[config.mk]
export PLATFORM = sky130hd
export DESIGN_NAME = calc_ctrl
export DESIGN_NICKNAME = d
export VERILOG_FILES = /design/src/rtl/calc_pkg.sv /design/src/rtl/calc_operand_reg.sv /design/src/rtl/calc_ctrl.sv
export SDC_FILE = /design/constraint.sdc
export NUM_CORES = 1
export LEC_CHECK = 0
export ABC_AREA = 1
export CORE_AREA = 2 2 75 84
export DETAILED_ROUTE_END_ITERATION = 16
export DIE_AREA = 0 0 77 86
export GPL_ROUTABILITY_DRIVEN = 0
export HOLD_SLACK_MARGIN = 0.06
export MAX_ROUTING_LAYER = met4
export PLACE_DENSITY = 0.84
export SLEW_MARGIN = 20
export SYNTH_ARGS = -nofsm -noshare
export SYNTH_HDL_FRONTEND = slang
export SYNTH_SLANG_ARGS = --single-unit
export TNS_END_PERCENT = 30
[constraint.sdc]
create_clock -name i_sys_clock -period 4.2 [get_ports i_sys_clock]
set_clock_uncertainty 0.15 [all_clocks]
set_input_delay 0.42 -clock i_sys_clock [delete_from_list [all_inputs] [get_ports i_sys_clock]]
set_output_delay 0.42 -clock i_sys_clock [all_outputs]
set_load 0.05 [all_outputs]
[src/rtl/calc_pkg.sv]
// ---------------------------------------------------------------------------
// calc_pkg
//   Shared types and constants for the 8-bit calculator control path.
//   - ctrl_state_t : sequencing states of calc_ctrl
//   - OP_*         : operator keycodes produced by the operator keypad
//   - CALC_*       : default widths and timing
//   - is_valid_op  : true for keycodes the ALU understands (0x0-0xB)
// ---------------------------------------------------------------------------
package calc_pkg;

    localparam int CALC_DATA_W      = 8;
    localparam int CALC_DIGITS      = CALC_DATA_W / 4;
    localparam int CALC_ALU_TIMEOUT = 64;

    typedef enum logic [2:0] {
        S_OPA,
        S_OP,
        S_OPB,
        S_EXEC,
        S_RESULT,
        S_ERROR
    } ctrl_state_t;

    localparam logic [3:0] OP_ADD = 4'h0;
    localparam logic [3:0] OP_SUB = 4'h1;
    localparam logic [3:0] OP_MUL = 4'h2;
    localparam logic [3:0] OP_DIV = 4'h3;
    localparam logic [3:0] OP_NOT = 4'h4;
    localparam logic [3:0] OP_AND = 4'h5;
    localparam logic [3:0] OP_OR  = 4'h6;
    localparam logic [3:0] OP_XOR = 4'h7;
    localparam logic [3:0] OP_SHR = 4'h8;
    localparam logic [3:0] OP_SHL = 4'h9;
    localparam logic [3:0] OP_ASR = 4'hA;
    localparam logic [3:0] OP_ASL = 4'hB;

    function automatic logic is_valid_op(input logic [3:0] code);
        return code <= OP_ASL;
    endfunction

endpackage

[src/rtl/calc_operand_reg.sv]
// ---------------------------------------------------------------------------
// calc_operand_reg
//   Hex-digit entry register for one operand: shifts digits in from the
//   right, stops accepting after DIGITS digits, and presents the value both
//   raw (for display) and with the sign flag applied (for the ALU).
//   clk, rst_n    : clock, asynchronous active-low reset
//   clear         : empty the register (value 0, no digits)
//   restart       : load a single digit as the first digit of a new entry
//   digit_valid   : a digit is offered this cycle
//   digit         : hex digit value
//   neg           : sign flag applied to signed_value
//   accept        : the offered digit is taken this cycle
//   raw           : unsigned entered value
//   signed_value  : two's complement negation of raw when neg is set
// ---------------------------------------------------------------------------
module calc_operand_reg
    import calc_pkg::*;
#(
    parameter int DATA_W = CALC_DATA_W,
    parameter int DIGITS = CALC_DIGITS
) (
    input  logic              clk,
    input  logic              rst_n,
    input  logic              clear,
    input  logic              restart,
    input  logic              digit_valid,
    input  logic [3:0]        digit,
    input  logic              neg,
    output logic              accept,
    output logic [DATA_W-1:0] raw,
    output logic [DATA_W-1:0] signed_value
);

    localparam int CW = $clog2(DIGITS + 1);

    logic [CW-1:0] count;

    assign accept = digit_valid && (count < CW'(DIGITS));

    // Wraps naturally in DATA_W bits, so the most negative value maps to itself.
    assign signed_value = neg ? -raw : raw;

    // NOTE: sequential state uses non-blocking assignments so every register
    // samples the pre-edge values, independent of statement order.
    always_ff @(posedge clk or negedge rst_n) begin
        if (!rst_n) begin
            raw   <= '0;
            count <= '0;
        end else if (restart) begin
            raw   <= DATA_W'(digit);
            count <= CW'(1);
        end else if (clear) begin
            raw   <= '0;
            count <= '0;
        end else if (accept) begin
            raw   <= {raw[DATA_W-5:0], digit};
            count <= count + 1'b1;
        end
    end

endmodule

[src/rtl/calc_ctrl.sv]
// ---------------------------------------------------------------------------
// calc_ctrl
//   Sequencing FSM of the calculator: collects operand A, an operator and
//   operand B from the keypads, launches the ALU with a start/done handshake
//   and holds the result (or an error) for the display stage.
//   i_sys_clock, i_sys_reset : clock, asynchronous active-low reset
//   i_ctrl_digit_valid/digit : hex digit key pulse and value
//   i_ctrl_op_valid/keycode  : operator key pulse and code
//   i_ctrl_neg_flag          : level sign flag for the operand being closed
//   i_ctrl_equal             : "=" key pulse
//   i_ctrl_alu_done/result   : ALU completion pulse and result
//   o_ctrl_hex_new_input     : one pulse per accepted digit
//   o_ctrl_alu_start         : one-cycle ALU launch
//   o_ctrl_alu_op            : latched operator
//   o_ctrl_operand_a/b       : signed operands presented to the ALU
//   o_ctrl_display           : operand being entered, or the result
//   o_ctrl_result_valid      : high in S_RESULT
//   o_ctrl_error             : high in S_ERROR
// ---------------------------------------------------------------------------
module calc_ctrl
    import calc_pkg::*;
#(
    parameter int DATA_W      = CALC_DATA_W,
    parameter int DIGITS      = CALC_DIGITS,
    parameter int ALU_TIMEOUT = CALC_ALU_TIMEOUT
) (
    input  logic              i_sys_clock,
    input  logic              i_sys_reset,
    input  logic              i_ctrl_digit_valid,
    input  logic [3:0]        i_ctrl_digit,
    input  logic              i_ctrl_op_valid,
    input  logic [3:0]        i_ctrl_op_keycode,
    input  logic              i_ctrl_neg_flag,
    input  logic              i_ctrl_equal,
    input  logic              i_ctrl_alu_done,
    input  logic [DATA_W-1:0] i_ctrl_alu_result,
    output logic              o_ctrl_hex_new_input,
    output logic              o_ctrl_alu_start,
    output logic [3:0]        o_ctrl_alu_op,
    output logic [DATA_W-1:0] o_ctrl_operand_a,
    output logic [DATA_W-1:0] o_ctrl_operand_b,
    output logic [DATA_W-1:0] o_ctrl_display,
    output logic              o_ctrl_result_valid,
    output logic              o_ctrl_error
);

    localparam int TW = $clog2(ALU_TIMEOUT + 1);

    ctrl_state_t       state;
    logic [TW-1:0]     timer;
    logic [DATA_W-1:0] result;

    logic              digit_a, digit_b, restart_a, clear_b, op_ok;
    logic              accept_a, accept_b;
    logic [DATA_W-1:0] raw_a, raw_b, signed_a, signed_b;

    // A digit in the same cycle as an operator wins; the operator is dropped.
    assign op_ok     = i_ctrl_op_valid && !i_ctrl_digit_valid && is_valid_op(i_ctrl_op_keycode);
    assign digit_a   = (state == S_OPA) && i_ctrl_digit_valid;
    assign digit_b   = (state == S_OPB) && i_ctrl_digit_valid;
    assign restart_a = ((state == S_RESULT) || (state == S_ERROR)) && i_ctrl_digit_valid;
    // B is emptied whenever a fresh B entry is about to begin.
    assign clear_b   = (state == S_OP) || ((state == S_RESULT) && op_ok);

    calc_operand_reg #(.DATA_W(DATA_W), .DIGITS(DIGITS)) u_opa (
        .clk          (i_sys_clock),
        .rst_n        (i_sys_reset),
        .clear        (1'b0),
        .restart      (restart_a),
        .digit_valid  (digit_a),
        .digit        (i_ctrl_digit),
        .neg          (i_ctrl_neg_flag),
        .accept       (accept_a),
        .raw          (raw_a),
        .signed_value (signed_a)
    );

    calc_operand_reg #(.DATA_W(DATA_W), .DIGITS(DIGITS)) u_opb (
        .clk          (i_sys_clock),
        .rst_n        (i_sys_reset),
        .clear        (clear_b),
        .restart      (1'b0),
        .digit_valid  (digit_b),
        .digit        (i_ctrl_digit),
        .neg          (i_ctrl_neg_flag),
        .accept       (accept_b),
        .raw          (raw_b),
        .signed_value (signed_b)
    );

    always_ff @(posedge i_sys_clock or negedge i_sys_reset) begin
        if (!i_sys_reset) begin
            state                <= S_OPA;
            timer                <= '0;
            result               <= '0;
            o_ctrl_hex_new_input <= 1'b0;
            o_ctrl_alu_start     <= 1'b0;
            o_ctrl_alu_op        <= '0;
            o_ctrl_operand_a     <= '0;
            o_ctrl_operand_b     <= '0;
        end else begin
            o_ctrl_alu_start     <= 1'b0;
            o_ctrl_hex_new_input <= accept_a || accept_b || restart_a;

            case (state)
                S_OPA: begin
                    if (op_ok) begin
                        // Sign flag is sampled together with the operator key.
                        o_ctrl_operand_a <= signed_a;
                        o_ctrl_alu_op    <= i_ctrl_op_keycode;
                        state            <= S_OP;
                    end
                end

                S_OP: begin
                    if (o_ctrl_alu_op == OP_NOT) begin
                        o_ctrl_operand_b <= '0;
                        o_ctrl_alu_start <= 1'b1;
                        timer            <= '0;
                        state            <= S_EXEC;
                    end else begin
                        state <= S_OPB;
                    end
                end

                S_OPB: begin
                    if (op_ok) begin
                        o_ctrl_alu_op <= i_ctrl_op_keycode;
                    end else if (i_ctrl_equal && !i_ctrl_digit_valid) begin
                        o_ctrl_operand_b <= signed_b;
                        if ((o_ctrl_alu_op == OP_DIV) && (signed_b == '0)) begin
                            state <= S_ERROR;
                        end else begin
                            o_ctrl_alu_start <= 1'b1;
                            timer            <= '0;
                            state            <= S_EXEC;
                        end
                    end
                end

                S_EXEC: begin
                    if (i_ctrl_alu_done) begin
                        result <= i_ctrl_alu_result;
                        state  <= S_RESULT;
                    end else if (timer == TW'(ALU_TIMEOUT - 1)) begin
                        state <= S_ERROR;
                    end else begin
                        timer <= timer + 1'b1;
                    end
                end

                S_RESULT: begin
                    if (i_ctrl_digit_valid) begin
                        state <= S_OPA;
                    end else if (op_ok) begin
                        // Chained operation: the result becomes operand A.
                        o_ctrl_operand_a <= result;
                        o_ctrl_alu_op    <= i_ctrl_op_keycode;
                        state            <= S_OPB;
                    end
                end

                S_ERROR: begin
                    if (i_ctrl_digit_valid) begin
                        state <= S_OPA;
                    end
                end

                default: state <= S_OPA;
            endcase
        end
    end

    // NOTE: the default assignment at the top of always_comb guarantees every
    // path drives the output, so no latch can be inferred.
    always_comb begin
        o_ctrl_display = '0;
        case (state)
            S_OPA, S_OP:   o_ctrl_display = raw_a;
            S_OPB, S_EXEC: o_ctrl_display = raw_b;
            S_RESULT:      o_ctrl_display = result;
            default:       o_ctrl_display = '0;
        endcase
    end

    assign o_ctrl_result_valid = (state == S_RESULT);
    assign o_ctrl_error        = (state == S_ERROR);

endmodule

==> results.py, run 1 <==
metrics = {
    "synthesis": {
        "synth_cells": 413,
        "synth_top_family_by_area": "simple AND/OR/NAND/NOR gates",
        "synthSimpleGateAreaFrac_pct": 30.7,
        "yosys_register_bits": 60,
        "synth-edff-count": 0,
        "synthXorXnorAreaFrac_pct": 0.272,
        "yosysSeqAreaShare_pct": 46.6,
        "syn-cell-area_um2": 3220,
        "synth_fa_ha_area_share_pct": 1.17,
        "ys_types": 35,
        "synthFlopType": "dfrtp_1",
        "yosysWarnings": 0,
        "avgSynthCellArea_um2": 7.80,
        "synth_mux_area_share_pct": 2.45,
        "async_flop_share_pct": 100,
        "synthesis.nets": 439,
        "synth-compound-area-share_pct": 10.9,
    },
    "placed_design": {
        "placed_cell_area_um2": 3830,
        "port-buffer-count": 54,
        "place_inst": 539,
        "dp_hpwl_um": 5910,
    },
    "floorplanning": {
        "num_rows": 29,
        "die_h_um": 86,
        "start_util_pct": 56.2,
        "dieWidth_um": 77,
        "core_area_um2": 5730,
        "dieArea_um2": 6620,
        "io_pins": 55,
    },
    "power": {
        "intPower_w": 0.00178,
        "swShare_pct": 50.0,
        "p_leak_nw": 1.92,
        "vdd_ir_drop_max_uv": 699,
        "combPwrFrac_pct": 55.7,
        "power.share.sequential_pct": 27.6,
        "p_switching_w": 0.00178,
        "clkPwrFrac_pct": 16.7,
        "power_w": 0.00357,
        "p_per_area_nw_per_um2": 880,
    },
    "global_routing": {
        "grt_pass1_wl_um": 13700,
        "first_global_vias": 2891,
        "grt_max_degree": 61,
        "grt.overflow.total": 0,
        "antenna_found_initial": 0,
        "grt.total_usage_pct": 27.5,
    },
    "routing": {
        "viasPerCell": 5.53,
        "drtAntennaViolNets": 0,
        "drt_wl_total_um": 8130,
        "drt_iter0_drc": 297,
        "drc": 0,
        "detail_route.first_pass.iterations": 6,
        "vias": 3069,
        "routedWlPerCell_um": 14.7,
    },
    "status": {
        "status": "finished clean",
    },
    "sta": {
        "fin_crit_sh_pct": 77.1,
        "holdWs_ps": 56.0,
        "tightest_slew_ps": 768,
        "slew_headroom_pct": 48.8,
        "rsz0062_at_grt": "no",
        "hold_violations": 0,
        "period_needed_ps": 3240,
        "fmax_mhz": 309,
        "report.final.slew_viol_count": 0,
        "final-setup-viol-count": 0,
        "tns_ps": 0,
    },
    "worst_setup_path": {
        "reg2reg_to": "timer[1]$_DFFE_PN0P_",
        "crit_cells": 6,
        "cp.arrival_ps": 2670,
        "slowest_stage": "clkdlybuf4s50_1",
        "crit_buf_inv": 2,
        "crit_family": "buffers and inverters",
        "r2r-start": "u_opb.raw[0]$_DFFE_PN0P_",
        "cp-start-kind": "flip-flop",
        "max_stage_delay_ps": 810,
        "startpoint": "state[2]$_DFFE_PN0P_",
        "worst_ep_required_time_ps": 3630,
        "cp_max_fo": 11,
        "endpoint": "o_ctrl_display[6]",
        "r2r_setup_slack_ps": 1920,
        "worst_r2r_path_depth": 12,
        "path_cells": "inv_2 -> nand3_1 -> nand2_1 -> nand2_1 -> nand3_1 -> clkdlybuf4s50_1",
        "end_kind": "primary output",
        "crit_type": "flip-flop to primary output",
    },
    "finish": {
        "area_growth_pct": 25.7,
        "seqCellArea_um2": 1500,
        "fill_cells": 488,
        "layoutNonFillerInstCount": 555,
        "nets": 499,
        "drive_gt1_share_pct": 9.62,
        "fin_area_um2": 4050,
        "multi_input_area_um2": 1460,
        "antenna-diode-count": 0,
    },
    "clock_tree": {
        "cts_resized": 0,
        "post-cts-setup-buffer-count": 0,
        "cts_sinks": 60,
        "cts_root_buf": "clkbuf_8",
        "htreeDepth": 3,
        "holdBufCountCts": 0,
        "clk_pin_slew_ps": 70,
        "cts_tree": "yes",
        "clk_latency_ps": 350,
        "clockBufferDepth": 2,
        "cts_buffers": 9,
    },
    "flow_run": {
        "maxCapViolCount": 0,
    },
    "min_path": {
        "worst_hold_path_type": "input pin to asynchronous set/reset pin",
    },
}
-- registers in the layout (all words and copies together) (netlist names) --
name                  flops
o_ctrl_alu_op             4
o_ctrl_alu_start          1
o_ctrl_hex_new_input      1
o_ctrl_operand_a          8
o_ctrl_operand_b          8
result                    8
state                     3
timer                     7
u_opa.count               2
u_opa.raw                 8
u_opb.count               2
u_opb.raw                 8
-- metrics by stage --
stage          setup slack, ps  util, %
2_1_floorplan             1780        -
3_3_place_gp              1410     66.7
3_5_place_dp              1390     66.7
4_1_cts                    986     70.7
5_1_grt                    855     70.7
6_report                   961     70.7
-- cells by family (layout without fill, tap and decap cells) --
family / after synthesis / after routing
compound gates: 60 / 60
xor+xnor: 1 / 1
fa+ha+maj: 3 / 3
buf+inv: 64 / 129
flops: 60 / 60
mux: 7 / 7
simple gates: 218 / 218
-- worst min path at each step --
stage / startpoint / to / slack, ps / cells after the start
final: i_sys_reset / o_ctrl_operand_b[7]$_DFFE_PN0P_ / 60 / 2
after global routing: i_sys_reset / o_ctrl_operand_b[6]$_DFFE_PN0P_ / 150 / 2
after CTS: i_sys_reset / o_ctrl_operand_b[7]$_DFFE_PN0P_ / 100 / 2
after detailed placement: timer[4]$_DFFE_PN0P_ / timer[4]$_DFFE_PN0P_ / 320 / 2
after global placement: timer[4]$_DFFE_PN0P_ / timer[4]$_DFFE_PN0P_ / 310 / 2
after floorplan: i_sys_reset / o_ctrl_alu_op[0]$_DFFE_PN0P_ / -30 / 0
-- area by class of cell --
type                            count  area share [%]
Sequential cell                    60            37.1
Inverter                           57            5.28
Tap cell                           77            2.38
Clock inverter                      6            2.16
Multi-Input combinational cell    289            36.1
Timing Repair Buffer               56            13.6
Clock buffer                       10            3.40
-- worst reg2reg max path, delay by kind of cell, from the launching register on --
| family | cells | cell delay (ps) |
|---|---|---|
| fa+ha+maj | 1 | 220 |
| buf+inv | 1 | 210 |
| flops | 1 | 400 |
| simple gates | 10 | 1230 |
-- cell usage after synthesis (all sizes together), types with 3 or more instances --
cell type,number,area [um2]
nand2,125,484
dfrtp,60,1500
inv,57,214
nand3,50,250
nor2,28,118
o21ai,25,125
o22ai,13,81.3
a21oi,11,58.8
buf,7,42.5
mux2,7,78.8
nor3,7,62.6
nand4,4,46.3
o21a,4,30.0
ha,3,37.5
-- power groups by stage --
stage               registers [W]  logic (W)  clock network, W
finish                   0.000984    0.00199          0.000595
floorplan                 0.00124    0.00113                 0
detailed placement       0.000988    0.00196                 0
CTS                      0.000979    0.00197          0.000596
global route              0.00101    0.00215          0.000628
global placement         0.000976    0.00193                 0
-- per-layer routing --
layer	routed length, um	track usage [%]	share of wire (%)
met1	3460	34.9	43
met2	3850	42.4	47
met3	560	6.53	6.9
met4	265	12.2	3.3
met5	0	-	0
-- layout by cell type, fill, tap and decap left out, types with 2 or more instances in the layout --
| master | netlist | routed |
|---|---|---|
| clkinvlp_4 | 0 | 3 |
| dfrtp_1 | 60 | 60 |
| nand2_2 | 3 | 3 |
| clkbuf_8 | 0 | 10 |
| o21ai_1 | 2 | 2 |
| nor3_4 | 2 | 2 |
| inv_2 | 6 | 6 |
| o21bai_1 | 2 | 2 |
| nand4_1 | 2 | 2 |
| inv_1 | 51 | 51 |
| mux2_2 | 7 | 7 |
| o21a_1 | 4 | 4 |
| o21ai_0 | 23 | 23 |
| nor2_1 | 25 | 25 |
| o211ai_1 | 2 | 2 |
| clkdlybuf4s50_1 | 0 | 53 |
| buf_4 | 3 | 2 |
| bufinv_16 | 0 | 2 |
| nand2_1 | 121 | 121 |
| nor2_2 | 2 | 2 |
| a21oi_1 | 10 | 10 |
| o22ai_1 | 13 | 13 |
| nor3b_1 | 2 | 2 |
| ha_1 | 3 | 3 |
| nand3_1 | 50 | 50 |
| nor3_1 | 4 | 4 |
No activity file was read; power rests on OpenSTA's default activity.
==> run 2: changes to the inputs <==
CORE_AREA = 2 2 78 87   (was 2 2 75 84)
DIE_AREA = 0 0 80 89   (was 0 0 77 86)
PLACE_DENSITY = 0.78   (was 0.84)
clock period = 3.2 ns   (was 4.2 ns; I/O delays follow)
==> results.py, run 2 (same netlist as run 1, synthesis figures left out) <==
metrics = {
    "power": {
        "clkPwrFrac_pct": 15.1,
        "combPwrFrac_pct": 57.0,
        "p_leak_nw": 1.94,
        "power_w": 0.00459,
        "vdd_ir_drop_max_uv": 716,
        "swShare_pct": 51.1,
        "power.share.sequential_pct": 27.9,
        "intPower_w": 0.00225,
        "p_switching_w": 0.00235,
        "p_per_area_nw_per_um2": 1140,
    },
    "routing": {
        "drt_wl_total_um": 8090,
        "detail_route.first_pass.iterations": 7,
        "drtAntennaViolNets": 0,
        "drt_iter0_drc": 275,
        "viasPerCell": 5.40,
        "vias": 3026,
        "drc": 0,
        "routedWlPerCell_um": 14.4,
    },
    "clock_tree": {
        "cts_resized": 0,
        "cts_buffers": 9,
        "cts_sinks": 60,
        "clk_pin_slew_ps": 70,
        "htreeDepth": 3,
        "post-cts-setup-buffer-count": 0,
        "cts_tree": "yes",
        "holdBufCountCts": 1,
        "cts_root_buf": "clkbuf_8",
        "clk_latency_ps": 350,
        "clockBufferDepth": 2,
    },
    "sta": {
        "tns_ps": 0,
        "period_needed_ps": 2830,
        "rsz0062_at_grt": "no",
        "worst_slack_ps": 372,
        "holdWs_ps": 283,
        "slew_headroom_pct": 54.9,
        "report.final.slew_viol_count": 0,
        "fmax_mhz": 354,
        "hold_violations": 0,
        "tightest_slew_ps": 674,
        "fin_crit_sh_pct": 88.4,
        "final-setup-viol-count": 0,
    },
    "finish": {
        "area_growth_pct": 25.4,
        "fin_area_um2": 4040,
        "antenna-diode-count": 0,
        "layout_commonest_cell": "nand2_1",
        "fill_cells": 562,
        "drive_gt1_share_pct": 11.5,
        "nets": 501,
        "final_cell_mix": "nand2_1, dfrtp_1, inv_1, nand3_1, clkdlybuf4s50_1",
    },
    "placed_design": {
        "dp_hpwl_um": 6070,
        "pre_cts_slack_ps": 497,
        "port-buffer-count": 54,
        "placed_cell_area_um2": 3830,
    },
    "global_routing": {
        "first_global_vias": 2959,
        "antenna_found_initial": 0,
        "grt.total_usage_pct": 25.5,
        "grt.overflow.total": 0,
        "grt_pass1_wl_um": 13500,
        "grt_max_degree": 30,
    },
    "floorplanning": {
        "io_pins": 55,
        "dieWidth_um": 80,
        "dieArea_um2": 7120,
        "die_h_um": 89,
        "core_area_um2": 6160,
        "start_util_pct": 52.3,
        "num_rows": 30,
    },
    "worst_setup_path": {
        "reg2reg_to": "timer[2]$_DFFE_PN0P_",
        "cp-start-kind": "flip-flop",
        "startpoint": "state[1]$_DFFE_PN0P_",
        "worst_r2r_path_depth": 12,
        "r2r-start": "u_opb.raw[0]$_DFFE_PN0P_",
        "crit_type": "flip-flop to primary output",
        "cp_max_fo": 9,
        "r2r_setup_slack_ps": 980,
        "end_kind": "primary output",
        "endpoint": "o_ctrl_result_valid",
        "cp.arrival_ps": 2360,
        "worst_ep_required_time_ps": 2730,
    },
    "status": {
        "status": "finished clean",
    },
    "flow_run": {
        "maxCapViolCount": 0,
    },
    "min_path": {
        "worst_hold_path_type": "input pin to asynchronous set/reset pin",
    },
}
[run 2: metrics by stage]
stage | utilization (%) | cells
after global routing | 65.6 | 560
after CTS | 65.6 | 560
after global placement | 62.2 | 543
after floorplan | - | 413
after detailed placement | 62.2 | 543
final | 65.6 | 560
[run 2: final cells by class]
cell class	count	area, um2	area share [%]
sequential	60	1500	37.2
clock buffer	9	124	3.07
clock inverter	7	76.3	1.89
timing repair buffer	58	561	13.9
multi-input combinational	289	1460	36.2
inverter	57	214	5.30
tap	80	100	2.48
[run 2: layer usage]
layer	share of wire (%)	up-vias	global-route usage [%]
met5	0	-	-
met4	2.6	0	8.32
met3	6.3	26	4.95
met2	48	116	42.1
met1	43	1405	31.8
li1	-	1479	-
[run 2: worst min-delay path by stage]
| stage | endpoint | startpoint | cells after the start |
|---|---|---|---|
| finish | o_ctrl_operand_b[7]$_DFFE_PN0P_ | i_sys_reset | 2 |
| global route | u_opb.raw[4]$_DFFE_PN0P_ | i_sys_reset | 2 |
| CTS | o_ctrl_operand_b[2]$_DFFE_PN0P_ | i_sys_reset | 2 |
| detailed placement | o_ctrl_operand_b[6]$_DFFE_PN0P_ | i_sys_reset | 1 |
| global placement | o_ctrl_operand_b[6]$_DFFE_PN0P_ | i_sys_reset | 1 |
| floorplan | o_ctrl_alu_op[0]$_DFFE_PN0P_ | i_sys_reset | 0 |
[run 2: power by group through the flow]
stage / logic (W) / registers (W) / clock network (W)
after floorplan: 0.00148 / 0.00163 / 0
after global placement: 0.00255 / 0.00128 / 0
after detailed placement: 0.00260 / 0.00129 / 0
after CTS: 0.00261 / 0.00128 / 0.000705
after global routing: 0.00285 / 0.00132 / 0.000745
final: 0.00262 / 0.00128 / 0.000692
[run 2: worst max-delay path, stage by stage (launching register included)]
cell and delay, ps:
dfrtp_1 500, nor2_1 220, inv_1 90, nor2_1 330, clkdlybuf4s50_1 880
